===== src/rtl/div_arbiter.sv =====
`timescale 1ns / 1ps
`default_nettype none
// ============================================================================
//  Module      : div_arbiter
//  Description : Round-robin front end that lets NR_REQ requesters share one
//                divider with at most one operation in flight. Routes the
//                result back to the owning requester and flags id mismatches.
//  Revision    : 1.0 - initial release
// ============================================================================
module div_arbiter #(
  parameter int WIDTH         = 64,
  parameter int NR_REQ        = 2,
  parameter int TRANS_ID_BITS = 4
) (
  input  logic                                   clk_i,
  input  logic                                   rst_ni,
  // requester side
  input  logic [NR_REQ-1:0]                      req_vld_i,
  output logic [NR_REQ-1:0]                      req_rdy_o,
  input  logic [NR_REQ-1:0][WIDTH-1:0]           req_op_a_i,
  input  logic [NR_REQ-1:0][WIDTH-1:0]           req_op_b_i,
  input  logic [NR_REQ-1:0][1:0]                 req_opcode_i,
  input  logic [NR_REQ-1:0][TRANS_ID_BITS-1:0]   req_id_i,
  input  logic                                   flush_i,
  output logic [NR_REQ-1:0]                      resp_vld_o,
  input  logic [NR_REQ-1:0]                      resp_rdy_i,
  output logic [TRANS_ID_BITS-1:0]               resp_id_o,
  output logic [WIDTH-1:0]                       resp_res_o,
  // divider side
  output logic [WIDTH-1:0]                       div_op_a_o,
  output logic [WIDTH-1:0]                       div_op_b_o,
  output logic [1:0]                             div_opcode_o,
  output logic [TRANS_ID_BITS-1:0]               div_id_o,
  output logic                                   div_in_vld_o,
  input  logic                                   div_in_rdy_i,
  input  logic                                   div_out_vld_i,
  output logic                                   div_out_rdy_o,
  input  logic [TRANS_ID_BITS-1:0]               div_id_i,
  input  logic [WIDTH-1:0]                       div_res_i,
  output logic                                   div_flush_o,
  output logic                                   err_o
);

  localparam int c_PTR_W  = $clog2(NR_REQ);
  localparam int c_SCAN_W = c_PTR_W + 1;

  typedef enum logic [1:0] {
    IDLE  = 2'd0,
    ISSUE = 2'd1,
    BUSY  = 2'd2
  } state_e;

  state_e                     r_state;
  state_e                     w_state_next;
  logic [c_PTR_W-1:0]         r_rr_ptr;
  logic [c_PTR_W-1:0]         r_owner;
  logic [WIDTH-1:0]           r_op_a;
  logic [WIDTH-1:0]           r_op_b;
  logic [1:0]                 r_opcode;
  logic [TRANS_ID_BITS-1:0]   r_id;
  logic                       r_err;

  logic                       w_grant_any;
  logic [c_PTR_W-1:0]         w_grant_idx;
  logic [c_SCAN_W-1:0]        w_scan;
  logic                       w_accept;
  logic                       w_resp_hs;

  // Find the first valid requester at or after the round-robin pointer.
  always_comb begin
    w_grant_any = 1'b0;
    w_grant_idx = '0;
    w_scan      = '0;
    for (int i = 0; i < NR_REQ; i++) begin
      w_scan = {1'b0, r_rr_ptr} + c_SCAN_W'(i);
      if (w_scan >= c_SCAN_W'(NR_REQ)) begin
        w_scan = w_scan - c_SCAN_W'(NR_REQ);
      end
      if (!w_grant_any && req_vld_i[w_scan[c_PTR_W-1:0]]) begin
        w_grant_any = 1'b1;
        w_grant_idx = w_scan[c_PTR_W-1:0];
      end
    end
  end

  // A grant is suppressed while reset is held so no request is consumed then.
  assign w_accept  = rst_ni && (r_state == IDLE) && div_in_rdy_i && w_grant_any && !flush_i;
  assign w_resp_hs = (r_state == BUSY) && div_out_vld_i && resp_rdy_i[r_owner] && !flush_i;

  // Next-state and handshake outputs; flush overrides everything.
  always_comb begin
    w_state_next  = r_state;
    req_rdy_o     = '0;
    div_in_vld_o  = 1'b0;
    resp_vld_o    = '0;
    div_out_rdy_o = 1'b0;
    resp_id_o     = '0;
    resp_res_o    = '0;
    case (r_state)
      IDLE: begin
        if (w_accept) begin
          req_rdy_o[w_grant_idx] = 1'b1;
          w_state_next           = ISSUE;
        end
      end
      ISSUE: begin
        div_in_vld_o = 1'b1;
        w_state_next = BUSY;
      end
      BUSY: begin
        resp_vld_o[r_owner] = div_out_vld_i;
        resp_id_o           = div_id_i;
        resp_res_o          = div_res_i;
        div_out_rdy_o       = resp_rdy_i[r_owner];
        if (w_resp_hs) begin
          w_state_next = IDLE;
        end
      end
      default: w_state_next = IDLE;
    endcase
    if (flush_i) begin
      req_rdy_o     = '0;
      div_in_vld_o  = 1'b0;
      resp_vld_o    = '0;
      div_out_rdy_o = 1'b0;
      w_state_next  = IDLE;
    end
  end

  // State register.
  always_ff @(posedge clk_i or negedge rst_ni) begin
    if (!rst_ni) begin
      r_state <= IDLE;
    end else begin
      r_state <= w_state_next;
    end
  end

  // Capture the granted request so the divider bus is stable during ISSUE.
  always_ff @(posedge clk_i or negedge rst_ni) begin
    if (!rst_ni) begin
      r_owner  <= '0;
      r_op_a   <= '0;
      r_op_b   <= '0;
      r_opcode <= '0;
      r_id     <= '0;
    end else if (w_accept) begin
      r_owner  <= w_grant_idx;
      r_op_a   <= req_op_a_i[w_grant_idx];
      r_op_b   <= req_op_b_i[w_grant_idx];
      r_opcode <= req_opcode_i[w_grant_idx];
      r_id     <= req_id_i[w_grant_idx];
    end
  end

  // Advance the round-robin pointer past the owner only on a completed result.
  always_ff @(posedge clk_i or negedge rst_ni) begin
    if (!rst_ni) begin
      r_rr_ptr <= '0;
    end else if (w_resp_hs) begin
      r_rr_ptr <= (r_owner == c_PTR_W'(NR_REQ - 1)) ? '0 : r_owner + 1'b1;
    end
  end

  // Sticky flag for a result whose id does not match the issued one.
  always_ff @(posedge clk_i or negedge rst_ni) begin
    if (!rst_ni) begin
      r_err <= 1'b0;
    end else if (w_resp_hs && (div_id_i != r_id)) begin
      r_err <= 1'b1;
    end
  end

  assign div_op_a_o   = r_op_a;
  assign div_op_b_o   = r_op_b;
  assign div_opcode_o = r_opcode;
  assign div_id_o     = r_id;
  assign div_flush_o  = flush_i;
  assign err_o        = r_err;

endmodule
`default_nettype wire

===== config.mk =====
export PLATFORM = sky130hd
export DESIGN_NAME = div_arbiter
export DESIGN_NICKNAME = d
export VERILOG_FILES = /design/src/rtl/div_arbiter.sv
export SDC_FILE = /design/constraint.sdc
export NUM_CORES = 1
export LEC_CHECK = 0
export ABC_CLOCK_PERIOD_IN_PS = 2300
export CAP_MARGIN = 20
export CORE_AREA = 5 5 211 213
export CTS_BUF_LIST = sky130_fd_sc_hd__clkbuf_16
export CTS_CLUSTER_DIAMETER = 120
export DETAILED_ROUTE_END_ITERATION = 16
export DIE_AREA = 0 0 216 218
export PLACE_DENSITY = 0.52
export RECOVER_POWER = 50
export SLEW_MARGIN = 20
export SYNTH_ARGS = -nofsm -noshare
export SYNTH_HDL_FRONTEND = slang
export SYNTH_SLANG_ARGS = --single-unit

===== constraint.sdc =====
create_clock -name clk_i -period 2.3 [get_ports clk_i]
set_input_delay 0.46 -clock clk_i [delete_from_list [all_inputs] [get_ports clk_i]]
set_output_delay 0.46 -clock clk_i [all_outputs]
set_load 0.01 [all_outputs]

==> flow_metrics.env, run 1 <==
export IMPL_rsz0062_at_grt="true"
export IMPL_grt_use_total_pct=16.88
export IMPL_cts_tree="built"
export IMPL_portBuffers=554
export IMPL_p_switching_mw=3.221
export IMPL_power_frac_clock_pct=26.4
export IMPL_synth_area_leaders="dfrtp_1 44%, nand3b_1 13%, a31oi_1 11%"
export IMPL_seq_power_share_pct=35.1
export IMPL_coreArea_sq_um=42510
export IMPL_crit_buf_inv=3
export IMPL_tightest_slew_ps=1384
export IMPL_skew_ps=6.951
export IMPL_synth_top_family_by_area="compound AO/OA/AOI/OAI gates"
export IMPL_synth_top_area_share_pct=44.35
export IMPL_finalNetCount=1730
export IMPL_endpoint_kind="output port"
export IMPL_max_freq_ghz=0.4419
export IMPL_slowest_delay_ps=420
export IMPL_cellInternalPower_mw=6.530
export IMPL_die_h_um=218
export IMPL_period_share_pct=98.39
export IMPL_dr_wl_met2_mm=19.13
export IMPL_yosys_warnings=0
export IMPL_fill_cells=4420
export IMPL_period_needed_ps=2263
export IMPL_irDropWorstVdd_uv=392.8
export IMPL_clock_sinks=139
export IMPL_ys_types=27
export IMPL_fin_area_sq_um=14400
export IMPL_drt_initial_drc_count=609
export IMPL_pre_cts_ws_ps=-285.7
export IMPL_met3_length_mm=4.095
export IMPL_cp_max_fo=4
export IMPL_avgSynthCellArea_sq_um=8.873
export IMPL_syn_nets=1229
export IMPL_ys_seq_area_share_pct=44.35
export IMPL_synth_seq_cells=139
export IMPL_grt_max_degree=165
export IMPL_postCtsHoldBufs=0
export IMPL_tns_ps=0
export IMPL_place_inst=1903
export IMPL_synth_fa_ha_area_share_pct=0
export IMPL_die_area_sq_um=47090
export IMPL_cp_data_arrival_time_ps=1800
export IMPL_synth_mux_area_share_pct=0.4147
export IMPL_leakage_nw=5.450
export IMPL_drv_cap=0
export IMPL_cts_made_buffers=17
export IMPL_synth_edf_count=0
export IMPL_crit_type="reg2out"
export IMPL_num_rows=76
export IMPL_fin_ws_ps=37.13
export IMPL_grt_pass1_wl_mm=61.53
export IMPL_seqCellArea_sq_um=3481
export IMPL_hp_class="in2async"
export IMPL_synth_compound_area_share_pct=28.20
export IMPL_drc_errors=0
export IMPL_htreeDepth=4
export IMPL_grt_ovfl_total=0
export IMPL_synth_main_ff_cell="dfrtp_1"
export IMPL_synth_xor_area_share_pct=0.4466
export IMPL_via_per_inst=4.685
export IMPL_yosysTopAreaCell="dfrtp_1"
export IMPL_wire_per_inst_um=21.67
export IMPL_syn2layout_area_growth_pct=83.52
export IMPL_outcome="finished clean"
export IMPL_setup_viol=0
export IMPL_final_max_slew_viol_count=0
export IMPL_antenna_found_initial=3
export IMPL_slew_limit_headroom_pct=7.736
export IMPL_top_layer="met5"
export IMPL_netlist_area_sq_um=7844
export IMPL_postRouteAntennaNets=0
export IMPL_hpwl_mm=29.33
export IMPL_root_buffer="clkbuf_16"
export IMPL_synthArstFlopShare_pct=100.0
export IMPL_drive_gt1_share_pct=8.387
export IMPL_place_area_sq_um=13870
export IMPL_wirelength_met1_mm=17.92
export IMPL_crit_slowest_cell="dfrtp_2"
export IMPL_p_sw_share_pct=33.03
export IMPL_power_density_nw_per_um2=677.4
export IMPL_grt_pass1_vias=9309
export IMPL_io_pins=555
export IMPL_crit_path_frequent_cell="buf_4"
export IMPL_clock_path_buffers=2
export IMPL_initial_utilization_pct=18.45
export IMPL_cpLargestDelayFamily="buffers and inverters"
export IMPL_gp_congestion=0.8237
export IMPL_drt_total_wl_mm=42.08
export IMPL_cp_required_ps=1840
export IMPL_syn_inst=884
export IMPL_vias=9098
export IMPL_final_instance_count_excl_fill=1942
export IMPL_path_cells="buf_4, buf_4, nor4b_4, and2_4, o21a_1, buf_2"
export IMPL_die_w_um=216
export IMPL_clk_latency_ps=430
export IMPL_yosys_area_share_simple_pct=19.46
export IMPL_drtPass1Iterations=6
export IMPL_clk_pin_slew_worst_paths_ps=60
export IMPL_start_kind="flop"
export IMPL_hold_viol_final=0
export IMPL_multi_input_area_sq_um=3845
export IMPL_power_share_combinational_pct=38.6
Yosys cell counts (4+ instances only):
| master | instances |
|---|---|
| a31oi_1 | 134 |
| buf_4 | 7 |
| o21ai_0 | 134 |
| a21oi_1 | 135 |
| buf_6 | 11 |
| nor2_1 | 4 |
| dfrtp_1 | 139 |
| buf_2 | 15 |
| xnor2_1 | 4 |
| and2_1 | 69 |
| clkbuf_1 | 79 |
| nand3b_1 | 134 |
kinds of logic after synthesis:
family | count (synthesis)
multiplexers | 3
AND/OR/NAND/NOR | 216
buffers and inverters | 115
flip-flops | 139
AO/OA/AOI/OAI | 407
XOR/XNOR | 4
layer usage:
metal	vias up	GRT usage [%]
li1	4258	-
met1	4387	21.91
met2	412	26.00
met3	37	6.872
met4	4	4.749
met5	-	0
stage by stage:
step           total power [mW]  hold WS, ps  util [%]
4_1_cts                   10.10        12.97     34.09
6_report                  9.751        193.0     33.87
5_1_grt                   10.34        182.2     33.87
3_5_place_dp              7.421        507.3     32.64
2_1_floorplan             4.945        164.4         -
3_3_place_gp              7.399        513.1     32.64
registers in the layout, indices dropped and copies added (netlist names):
| name | cells |
|---|---|
| err_o | 1 |
| r_state | 2 |
| r_owner | 1 |
| div_id_o | 4 |
| div_op_a_o | 64 |
| div_opcode_o | 2 |
| r_rr_ptr | 1 |
| div_op_b_o | 64 |
worst paths after layout:
kind	from	end	slack, ps	cells past startpoint
max	r_state[0]$_DFFE_PN0P_	req_rdy_o[0]	40	6
min	rst_ni	div_op_b_o[45]$_DFFE_PN0N_	190	2
max reg2reg	r_state[0]$_DFFE_PN0P_	div_op_a_o[19]$_DFFE_PN0N_	210	8
min reg2reg	div_op_b_o[59]$_DFFE_PN0N_	div_op_b_o[59]$_DFFE_PN0N_	540	2
max in group asynchronous	rst_ni	div_op_a_o[57]$_DFFE_PN0N_	420	3
min in group clk_i	req_vld_i[1]	div_op_a_o[63]$_DFFE_PN0N_	410	3
cell type report:
cell class / instances / area share (%)
timing repair buffer: 594 / 40.69
multi-input combinational: 630 / 26.71
sequential: 139 / 24.18
tap: 546 / 4.746
clock buffer: 17 / 2.955
clock inverter: 12 / 0.6084
inverter: 3 / 0.09561
antenna: 1 / 0.01738
cells in the final DEF (no fill, tap or decap), types with 7 or more instances in the layout:
cell type,n
clkbuf_16,19
a31oi_1,134
dlygate4sd2_1,30
o21ai_0,134
buf_12,7
a21oi_1,135
clkdlybuf4s50_1,382
buf_2,18
clkbuf_2,13
buf_4,22
clkdlybuf4s15_2,9
dfrtp_1,137
nand3b_1,134
dlygate4sd3_1,95
and2_1,67
power by group through the flow:
stage	logic, mW	registers (mW)	clock network (mW)
floorplan	1.25	3.70	0
global placement	3.94	3.46	0
detailed placement	3.95	3.47	0
CTS	3.97	3.44	2.69
global route	4.07	3.49	2.77
finish	3.76	3.42	2.57
timing repair:
item | 4_1_cts | 5_1_grt
endpoints found under the setup margin | 74 | 94
gates cloned | 2 | 2
pin swaps | 2 | 2
resized for setup | 151 | 40
setup buffers | 5 | 0
No activity file was read; power rests on OpenSTA's default activity.
==> run 2, diff against run 1 <==
--- a/config.mk
+++ b/config.mk
@@ -14,6 +14,7 @@
 export DIE_AREA = 0 0 216 218
 export PLACE_DENSITY = 0.52
 export RECOVER_POWER = 50
+export SETUP_SLACK_MARGIN = 0.02
 export SLEW_MARGIN = 20
 export SYNTH_ARGS = -nofsm -noshare
 export SYNTH_HDL_FRONTEND = slang
==> run 2 against run 1 <==
  * Cell area shrank 0.68%
  * Critical endpoint is now resp_vld_o[1]
  * Clock-buffer cell count is the same
  * Combinational power is essentially flat
==> flow_metrics.env, run 2 (synthesis gave the netlist of run 1 again) <==
export IMPL_final_max_slew_viol_count=0
export IMPL_hp_class="in2async"
export IMPL_clock_sinks=139
export IMPL_htreeDepth=4
export IMPL_die_w_um=216
export IMPL_vias=9105
export IMPL_path_cells="clkdlybuf4s50_1, buf_4, nand4bb_1, nor2_1, dlygate4sd2_1"
export IMPL_hold_viol_final=0
export IMPL_cp_required_ps=1840
export IMPL_setup_viol=0
export IMPL_antenna_found_initial=2
export IMPL_period_share_pct=97.23
export IMPL_num_rows=76
export IMPL_crit_type="in2out"
export IMPL_grt_use_total_pct=16.89
export IMPL_max_freq_ghz=0.4472
export IMPL_grt_pass1_wl_mm=61.56
export IMPL_drt_initial_drc_count=689
export IMPL_irDropWorstVdd_uv=391.4
export IMPL_fill_cells=4419
export IMPL_hpwl_mm=29.33
export IMPL_cp_max_fo=3
export IMPL_clock_path_buffers=2
export IMPL_grt_ovfl_total=0
export IMPL_grt_max_degree=165
export IMPL_power_density_nw_per_um2=680.4
export IMPL_seqCellArea_sq_um=3481
export IMPL_multi_input_area_sq_um=3847
export IMPL_p_total_mw=9.728
export IMPL_postCtsHoldBufs=0
export IMPL_drt_total_wl_mm=41.96
export IMPL_outcome="finished clean"
export IMPL_leakage_nw=5.416
export IMPL_initial_utilization_pct=18.45
export IMPL_cts_tree="built"
export IMPL_hold_slack_ps=196.0
export IMPL_rsz0062_at_grt="true"
export IMPL_tightest_slew_ps=1390
export IMPL_portBuffers=554
export IMPL_start_kind="input port"
export IMPL_endpoint_kind="output port"
export IMPL_syn2layout_area_growth_pct=82.28
export IMPL_crit_slowest_cell="clkdlybuf4s50_1"
export IMPL_grt_pass1_vias=9288
export IMPL_slowest_delay_ps=460
export IMPL_skew_ps=7.238
export IMPL_via_per_inst=4.688
export IMPL_final_common_cell="clkdlybuf4s50_1"
export IMPL_slew_limit_headroom_pct=7.319
export IMPL_gp_congestion=0.8237
export IMPL_root_buffer="clkbuf_16"
export IMPL_finalNetCount=1730
export IMPL_die_area_sq_um=47090
export IMPL_drv_cap=0
export IMPL_cts_made_buffers=17
export IMPL_drtPass1Iterations=6
export IMPL_period_needed_ps=2236
export IMPL_io_pins=555
export IMPL_coreArea_sq_um=42510
export IMPL_wire_per_inst_um=21.61
export IMPL_die_h_um=218
export IMPL_postRouteAntennaNets=0
export IMPL_drive_gt1_share_pct=9.176
export IMPL_final_cell_mix="376 x clkdlybuf4s50_1, 137 x dfrtp_1, 135 x a21oi_1"
export IMPL_cp_data_arrival_time_ps=1780
export IMPL_clk_pin_slew_worst_paths_ps=60
export IMPL_drc_errors=0
export IMPL_clk_latency_ps=430
==> run 2: cell types whose count changed in the layout (fill, tap and decap cells not counted), sizes merged <==
| cell | previous run | this run |
|---|---|---|
| dlygate4sd2 | 30 | 24 |
| dlymetal6s2s | 1 | 0 |
| clkdlybuf4s50 | 382 | 376 |
| dlygate4sd3 | 95 | 101 |
| buf | 53 | 63 |
| clkbuf | 35 | 40 |
| bufbuf | 2 | 1 |
| clkdlybuf4s15 | 13 | 6 |
==> run 2: final timing paths <==
path                            slack [ps]                         end  cells after the start                    from
worst max register to register         160         r_owner$_DFFE_PN0N_                      7  r_state[0]$_DFFE_PN0P_
worst min-delay path                   200  div_op_b_o[45]$_DFFE_PN0N_                      2                  rst_ni
worst max-delay path                    60               resp_vld_o[1]                      5                 flush_i
worst min register to register         540           err_o$_DFFE_PN0P_                      1       err_o$_DFFE_PN0P_
min in group clk_i                     420  div_op_a_o[63]$_DFFE_PN0N_                      3            req_vld_i[1]
max in group asynchronous              400  div_op_a_o[57]$_DFFE_PN0N_                      3                  rst_ni
==> run 2: final cells by class <==
type | instances | share of cell area (%)
Tap cell | 546 | 4.778
Clock buffer | 17 | 2.975
Sequential cell | 139 | 24.35
Multi-Input combinational cell | 630 | 26.91
Timing Repair Buffer | 594 | 40.26
Clock inverter | 12 | 0.6126
Antenna cell | 1 | 0.01750
Inverter | 3 | 0.09626
==> run 2: stage by stage <==
| stage | worst slack [ps] | setup TNS [ps] | area, sq um | std cells | util, % |
|---|---|---|---|---|---|
| 3_5_place_dp | -285.7 | -7531 | 13870 | 1903 | 32.64 |
| 4_1_cts | 13.24 | 0 | 14420 | 1940 | 33.93 |
| 2_1_floorplan | 374.5 | 0 | 7844 | 884 | - |
| 6_report | 63.63 | 0 | 14300 | 1942 | 33.64 |
| 3_3_place_gp | -284.1 | -6002 | 13870 | 1903 | 32.64 |
| 5_1_grt | -20.13 | -31.58 | 14300 | 1942 | 33.64 |
==> run 2: where the power goes <==
| group | internal (mW) | total (mW) | leakage, nW | switching (mW) |
|---|---|---|---|---|
| combinational | 2.02 | 3.74 | 3.61 | 1.72 |
| sequential | 3.05 | 3.42 | 1.56 | 0.365 |
| clock | 1.44 | 2.57 | 0.245 | 1.13 |
==> run 2: what timing repair did <==
| action | in CTS | in global routing |
|---|---|---|
| setup endpoints to repair | 75 | 46 |
| gates resized for setup | 180 | 38 |
| buffers inserted | 6 | 1 |
| cloned | 2 | 0 |
| pin swaps | 1 | 0 |
| endpoints found under the hold margin | 0 | 0 |
==> run 2: metal layers <==
metal,up-vias,track usage (%),wire [um]
met2,416,25.98,19120
met5,-,0,13
li1,4265,-,-
met4,2,4.749,840
met1,4389,22.13,17920
met3,33,6.622,4060
==> run 2: critical path: cells and delay by family <==
family	cells	cell delay [ps]
AND/OR/NAND/NOR	2	380
buffers and inverters	3	930
